`config.mk`:
```
export PLATFORM = sky130hd
export DESIGN_NAME = bin2bcd_seq_flat
export DESIGN_NICKNAME = d
export VERILOG_FILES = /design/src/rtl/bin2bcd_pkg.sv /design/src/rtl/bin2bcd_if.sv /design/src/rtl/bcd_digit_adj.sv /design/src/rtl/bin2bcd_seq.sv /design/src/flat_wrapper.sv
export SDC_FILE = /design/constraint.sdc
export NUM_CORES = 1
export LEC_CHECK = 0
export ABC_AREA = 1
export CORE_MARGIN = 4
export CORE_UTILIZATION = 59
export DETAILED_ROUTE_END_ITERATION = 10
export PLACE_DENSITY = 0.92
export SETUP_SLACK_MARGIN = 0.2
export SYNTH_ARGS = -nofsm -noshare
export SYNTH_HDL_FRONTEND = slang
export SYNTH_SLANG_ARGS = --single-unit
```
`constraint.sdc`:
```
create_clock -name clk -period 5.3 [get_ports clk]
set_input_delay 0.53 -clock clk [delete_from_list [all_inputs] [get_ports clk]]
set_output_delay 0.53 -clock clk [all_outputs]
set_load 0.02 [all_outputs]
```
`src/rtl/bin2bcd_pkg.sv`:
```
// Shared types and constants for the sequential binary-to-BCD converter.
// Includes the leading-zero blank-mask helper used on the result path.
package bin2bcd_pkg;

  typedef enum logic {
    IDLE  = 1'b0,
    SHIFT = 1'b1
  } state_t;

  localparam int DEF_BIN_W  = 32;
  localparam int DEF_DIGITS = 10;
  localparam int CNT_W      = $clog2(DEF_BIN_W);

  // Helper works on a fixed wide vector; callers zero-extend and truncate.
  localparam int MAX_DIGITS = 20;

  function automatic logic [MAX_DIGITS-1:0] blank_mask(input logic [4*MAX_DIGITS-1:0] bcd);
    logic [MAX_DIGITS-1:0] m;
    logic                  all_zero;
    all_zero = 1'b1;
    m        = '0;
    for (int i = MAX_DIGITS - 1; i >= 1; i--) begin
      all_zero = all_zero & (bcd[4*i +: 4] == 4'd0);
      m[i]     = all_zero;
    end
    return m;
  endfunction

endpackage

```
`src/rtl/bin2bcd_if.sv`:
```
// Producer/consumer bundle for the converter: input handshake plus result bus.
// Handshake: a word transfers on a clock edge where in_valid and in_ready are both 1;
// out_valid is a one-cycle strobe marking that bcd_out/blank were just updated.
interface bin2bcd_if #(
  parameter int BIN_W  = 32,
  parameter int DIGITS = 10
);
  logic                  in_valid;
  logic                  in_ready;
  logic [BIN_W-1:0]      bin_in;
  logic                  out_valid;
  logic [4*DIGITS-1:0]   bcd_out;
  logic [DIGITS-1:0]     blank;
  logic                  busy;

  modport master (
    output in_valid, bin_in,
    input  in_ready, out_valid, bcd_out, blank, busy
  );

  modport slave (
    input  in_valid, bin_in,
    output in_ready, out_valid, bcd_out, blank, busy
  );
endinterface

```
`src/rtl/bcd_digit_adj.sv`:
```
// Double-dabble correction cell: a BCD digit of 5 or more gets 3 added before the shift.
module bcd_digit_adj (
  input  logic [3:0] d,
  output logic [3:0] q
);
  assign q = (d >= 4'd5) ? d + 4'd3 : d;
endmodule

```
`src/rtl/bin2bcd_seq.sv`:
```
// Sequential 32-bit binary to 10-digit BCD converter (shift-and-add-3), one bit per clock.
// Result and blank mask are held until the next conversion completes.
module bin2bcd_seq
  import bin2bcd_pkg::*;
#(
  parameter int BIN_W  = DEF_BIN_W,
  parameter int DIGITS = DEF_DIGITS
) (
  input  logic       clk,
  input  logic       rst_n,
  bin2bcd_if.slave   bus,
  output state_t     state_dbg
);

  localparam int CW = $clog2(BIN_W);
  localparam int WW = 4 * DIGITS + BIN_W;

  state_t              state;
  state_t              state_next;
  logic [CW-1:0]       cnt;
  logic                last;
  logic [WW-1:0]       work;
  logic [WW-1:0]       work_next;
  logic [4*DIGITS-1:0] adj;
  logic [4*DIGITS-1:0] bcd_next;
  logic [DIGITS-1:0]   blank_next;
  logic                out_valid_q;
  logic [4*DIGITS-1:0] bcd_out_q;
  logic [DIGITS-1:0]   blank_q;

  // work holds {bcd digits, remaining binary bits}; digits are corrected, then the pair shifts.
  for (genvar g = 0; g < DIGITS; g++) begin : g_adj
    bcd_digit_adj u_adj (
      .d (work[BIN_W + 4*g +: 4]),
      .q (adj[4*g +: 4])
    );
  end

  assign work_next  = {adj, work[BIN_W-1:0]} << 1;
  assign bcd_next   = work_next[WW-1:BIN_W];
  assign blank_next = DIGITS'(blank_mask((4*MAX_DIGITS)'(bcd_next)));
  assign last       = (cnt == CW'(BIN_W - 1));

  always_ff @(posedge clk or negedge rst_n) begin
    if (!rst_n) state <= IDLE;
    else        state <= state_next;
  end

  always_comb begin
    state_next = state;
    case (state)
      IDLE:    if (bus.in_valid) state_next = SHIFT;
      SHIFT:   if (last)         state_next = IDLE;
      default:                   state_next = IDLE;
    endcase
  end

  always_comb begin
    bus.in_ready = (state == IDLE);
    bus.busy     = (state == SHIFT);
  end

  always_ff @(posedge clk or negedge rst_n) begin
    if (!rst_n) begin
      work        <= '0;
      cnt         <= '0;
      out_valid_q <= 1'b0;
      bcd_out_q   <= '0;
      blank_q     <= {{(DIGITS-1){1'b1}}, 1'b0};
    end else begin
      out_valid_q <= 1'b0;
      case (state)
        IDLE: begin
          if (bus.in_valid) begin
            work <= {{(4*DIGITS){1'b0}}, bus.bin_in};
            cnt  <= '0;
          end
        end
        SHIFT: begin
          work <= work_next;
          cnt  <= cnt + 1'b1;
          if (last) begin
            bcd_out_q   <= bcd_next;
            blank_q     <= blank_next;
            out_valid_q <= 1'b1;
          end
        end
        default: ;
      endcase
    end
  end

  assign bus.out_valid = out_valid_q;
  assign bus.bcd_out   = bcd_out_q;
  assign bus.blank     = blank_q;
  assign state_dbg     = state;

endmodule

```
`src/flat_wrapper.sv`:
```
// flat-port wrapper written by rule: the top's interface ports become plain ports
module bin2bcd_seq_flat import bin2bcd_pkg::*;
#(
  parameter int BIN_W  = DEF_BIN_W,
  parameter int DIGITS = DEF_DIGITS
)
  (clk, rst_n, state_dbg, bus_in_valid, bus_bin_in, bus_in_ready, bus_out_valid, bus_bcd_out, bus_blank, bus_busy);
  bin2bcd_if #(.BIN_W(BIN_W), .DIGITS(DIGITS)) bus_i ();
  input  logic clk;
  input  logic rst_n;
  output state_t state_dbg;
  input wire logic [$bits(bus_i.in_valid)-1:0] bus_in_valid;
  input wire logic [$bits(bus_i.bin_in)-1:0] bus_bin_in;
  output wire logic [$bits(bus_i.in_ready)-1:0] bus_in_ready;
  output wire logic [$bits(bus_i.out_valid)-1:0] bus_out_valid;
  output wire logic [$bits(bus_i.bcd_out)-1:0] bus_bcd_out;
  output wire logic [$bits(bus_i.blank)-1:0] bus_blank;
  output wire logic [$bits(bus_i.busy)-1:0] bus_busy;
  assign bus_i.in_valid = bus_in_valid;
  assign bus_i.bin_in = bus_bin_in;
  assign bus_in_ready = bus_i.in_ready;
  assign bus_out_valid = bus_i.out_valid;
  assign bus_bcd_out = bus_i.bcd_out;
  assign bus_blank = bus_i.blank;
  assign bus_busy = bus_i.busy;
  bin2bcd_seq #(.BIN_W(BIN_W), .DIGITS(DIGITS)) u_core (.clk(clk), .rst_n(rst_n), .bus(bus_i), .state_dbg(state_dbg));
endmodule
```
==> results.md <==
- Status: finished, final reports clean
- Drt first pass iters: 5
- Most common flop cell mapped by yosys: dfrtp_1
- Gates resized, CTS repair: 0
- Routed WL: between 10000 and 15000 um
- Nets@finish: roughly 800
- Number of distinct library cells after synthesis: 35
- WP data arrival: 2.54 ns
- Clk slew on worst S/H paths: 0.06 ns
- LEAKAGE: between 3 and 4 nW
- Die width: 109 um
- HP Class: input pin to async pin
- Top-count cell post-synth: nand2_1
- Avg Cell Area, Syn: about 9.0 um2
- # rows: 36
- Crit-path max FO: 42
- Post-synth EDFFs: 0
- CP Capture Type: primary output
- Hold_ws: 0.155 ns
- Overflow left after global routing: 0
- Post-DR wirelength/cell: 16.4 um
- Via count: 5129
- R2r startpoint: u_core.bus.busy$_DFF_PN0_
- Inserted Clock Buffers: 17
- Max Freq: 326 MHz
- Yosys top cell by area: dfrtp_1
- Initial core utilization: 60.9%
- CTS tree: built
- Final hold viol count: 0
- Core region area: 9860 um2
- Max-Cap Viols: 0
- Area delta synth->final: 25.5%
- ANT nets after route: 0
- Max-slew violations: 0
- Vias in the first global route: 5332
- Post-synth top cells: 183 x nand2_1, 119 x dfrtp_1, 74 x inv_1
- # clock sinks: 128
- Warnings from Yosys: 0
- Die area: 11900 um2
- H-tree lvl count: 4
- Worst Path Class, Setup: register to primary output
- Fin crit period: 3.07 ns
- Max-slew headroom: between 10% and 20%
- VDD IR max: 0.285 mV
- Later-pin clock latency in the skew report: 0.53 ns
- Inserted Diodes: 0
- Worst slew pin tran: approximately 1.3 ns
- Post-Syn Area: 6010 um2
- Fin crit share: 57.8%
- Share of cells above drive strength 1: 8.92%
- Setup TNS: 0 ns
- Detailed Place HPWL: roughly 9100 um
- Synth Register Bits: 128
- Synth top area share: 49.6%
- Pwr dens: 684 nW/um2
- Antenna violations before repair: 0
- DRT iter0 DRCs: 431
- Type of origin of the critical path: register
- CP Data Required Time: 4.77 ns
- R2r setup slk: about 2.6 ns
- Post-DR vias/cell: between 5 and 6
- Net Count, Synth: 727
- Die H: 109 um
- Placed inst area: 6950 um2
- Worst Clk Skew: between 0.006 and 0.007 ns
- Post-route DRC: 0
- Asr flop ratio synth: 100%
- Root Driver: clkbuf_8
- Setup repair after global routing missed its margin: false
- GRT Total Usage: between 20% and 30%
- End of the worst register-to-register path: u_core.cnt[3]$_DFFE_PN0P_
- Setup-failing EPs final: 0
- Post-synthesis cell count: 670
- PortBufs: between 80 and 90
- First-pass GRT wire length: 24800 um
- Largest net degree at the start of global routing: 76
- Io pins: 89
- RePlAce Congestion: between 0.8 and 0.9
- Worst-case clock buffer depth: 2
- Reg2Reg Depth: 7
- Post-CTS Hold Buffers: 0
- Ranking of synthesized cells by area: dfrtp_1 50%, nand2_1 11%, o21ai_0 5.5%, inv_1 4.6%, ha_1 4.6%
- Fin area: ~7500 um2
- Post-CTS Setup Inserts: 0
- Sequential share of the synthesized area: 53.5%
-- area by class of cell --
class	count	area, um2
Inverter	79	297
Fill cell	602	2330
Multi-Input combinational cell	432	2370
Sequential cell	128	3210
Tap cell	133	166
Timing Repair Buffer	91	898
Clock buffer	26	488
Clock inverter	6	105
-- cell usage in the layout, fill, tap and decap left out, drive strengths merged, types with 19 or more instances in the layout --
cell type,instances
inv,79
clkdlybuf4s50,86
o21ai,76
nand2,188
dfrtp,119
nand3,19
ha,22
a22oi,30
clkbuf,26
o22ai,38
nor2,22
-- worst max path at each step --
stage	end	cells after the start	startpoint	slack, ns
final	bus_in_ready	3	u_core.bus.busy$_DFF_PN0_	2.23
after global routing	bus_in_ready	3	u_core.bus.busy$_DFF_PN0_	2.12
after CTS	bus_in_ready	3	u_core.bus.busy$_DFF_PN0_	2.24
after detailed placement	u_core.cnt[3]$_DFFE_PN0P_	7	u_core.bus.busy$_DFF_PN0_	2.72
after global placement	bus_in_ready	3	u_core.bus.busy$_DFF_PN0_	2.83
after floorplan	u_core.bus.bcd_out[27]$_DFFE_PN0P_	8	u_core.cnt[0]$_DFFE_PN0P_	3.61
-- power by group --
part           internal, mW  switching (mW)
logic                 0.854            1.47
clock network         0.765           0.402
registers              1.39           0.281
total                  3.01            2.15
-- flip-flops by register name, summed over array words and instances (netlist names) --
register,cells
u_core.work,72
u_core.bus.bcd_out,40
u_core.bus.blank,9
u_core.cnt,5
u_core.bus.busy,1
u_core.bus.out_valid,1
-- worst max-delay path: stages (launching register included) --
cell	delay [ns]
dfrtp_1	0.36
buf_4	0.26
inv_2	0.61
clkdlybuf4s50_1	0.75
-- cells by family after synthesis --
group,share of synthesized area (%)
and+or+nand+nor,17.5
AOI/OAI and AO/OA,15.8
DFF,53.5
buffers and inverters,7.14
adders and majority gates,4.58
xor gates and xnor gates,1.44
other,0.0624
-- layer usage --
metal | part of all wire (%) | vias up | wire [um] | GRT usage (%)
met5 | 0 | - | 0 | 0
met4 | 2.0 | 0 | 298 | 12.1
met3 | 6.8 | 38 | 997 | 5.92
met2 | 52 | 233 | 7700 | 46.1
met1 | 39 | 2478 | 5700 | 31.7
li1 | - | 2380 | - | -
-- stage by stage --
| step | util (%) | instances | power (mW) | setup WS (ns) |
|---|---|---|---|---|
| finish | 76.4 | 895 | 5.16 | 2.23 |
| global placement | 70.4 | 863 | 3.71 | 2.83 |
| CTS | 76.4 | 895 | 5.14 | 2.24 |
| floorplan | - | 670 | 3.13 | 3.61 |
| detailed placement | 70.4 | 863 | 3.87 | 2.72 |
| global route | 76.4 | 895 | 5.50 | 2.12 |
Note: power is estimated with default switching activity, not from simulation.
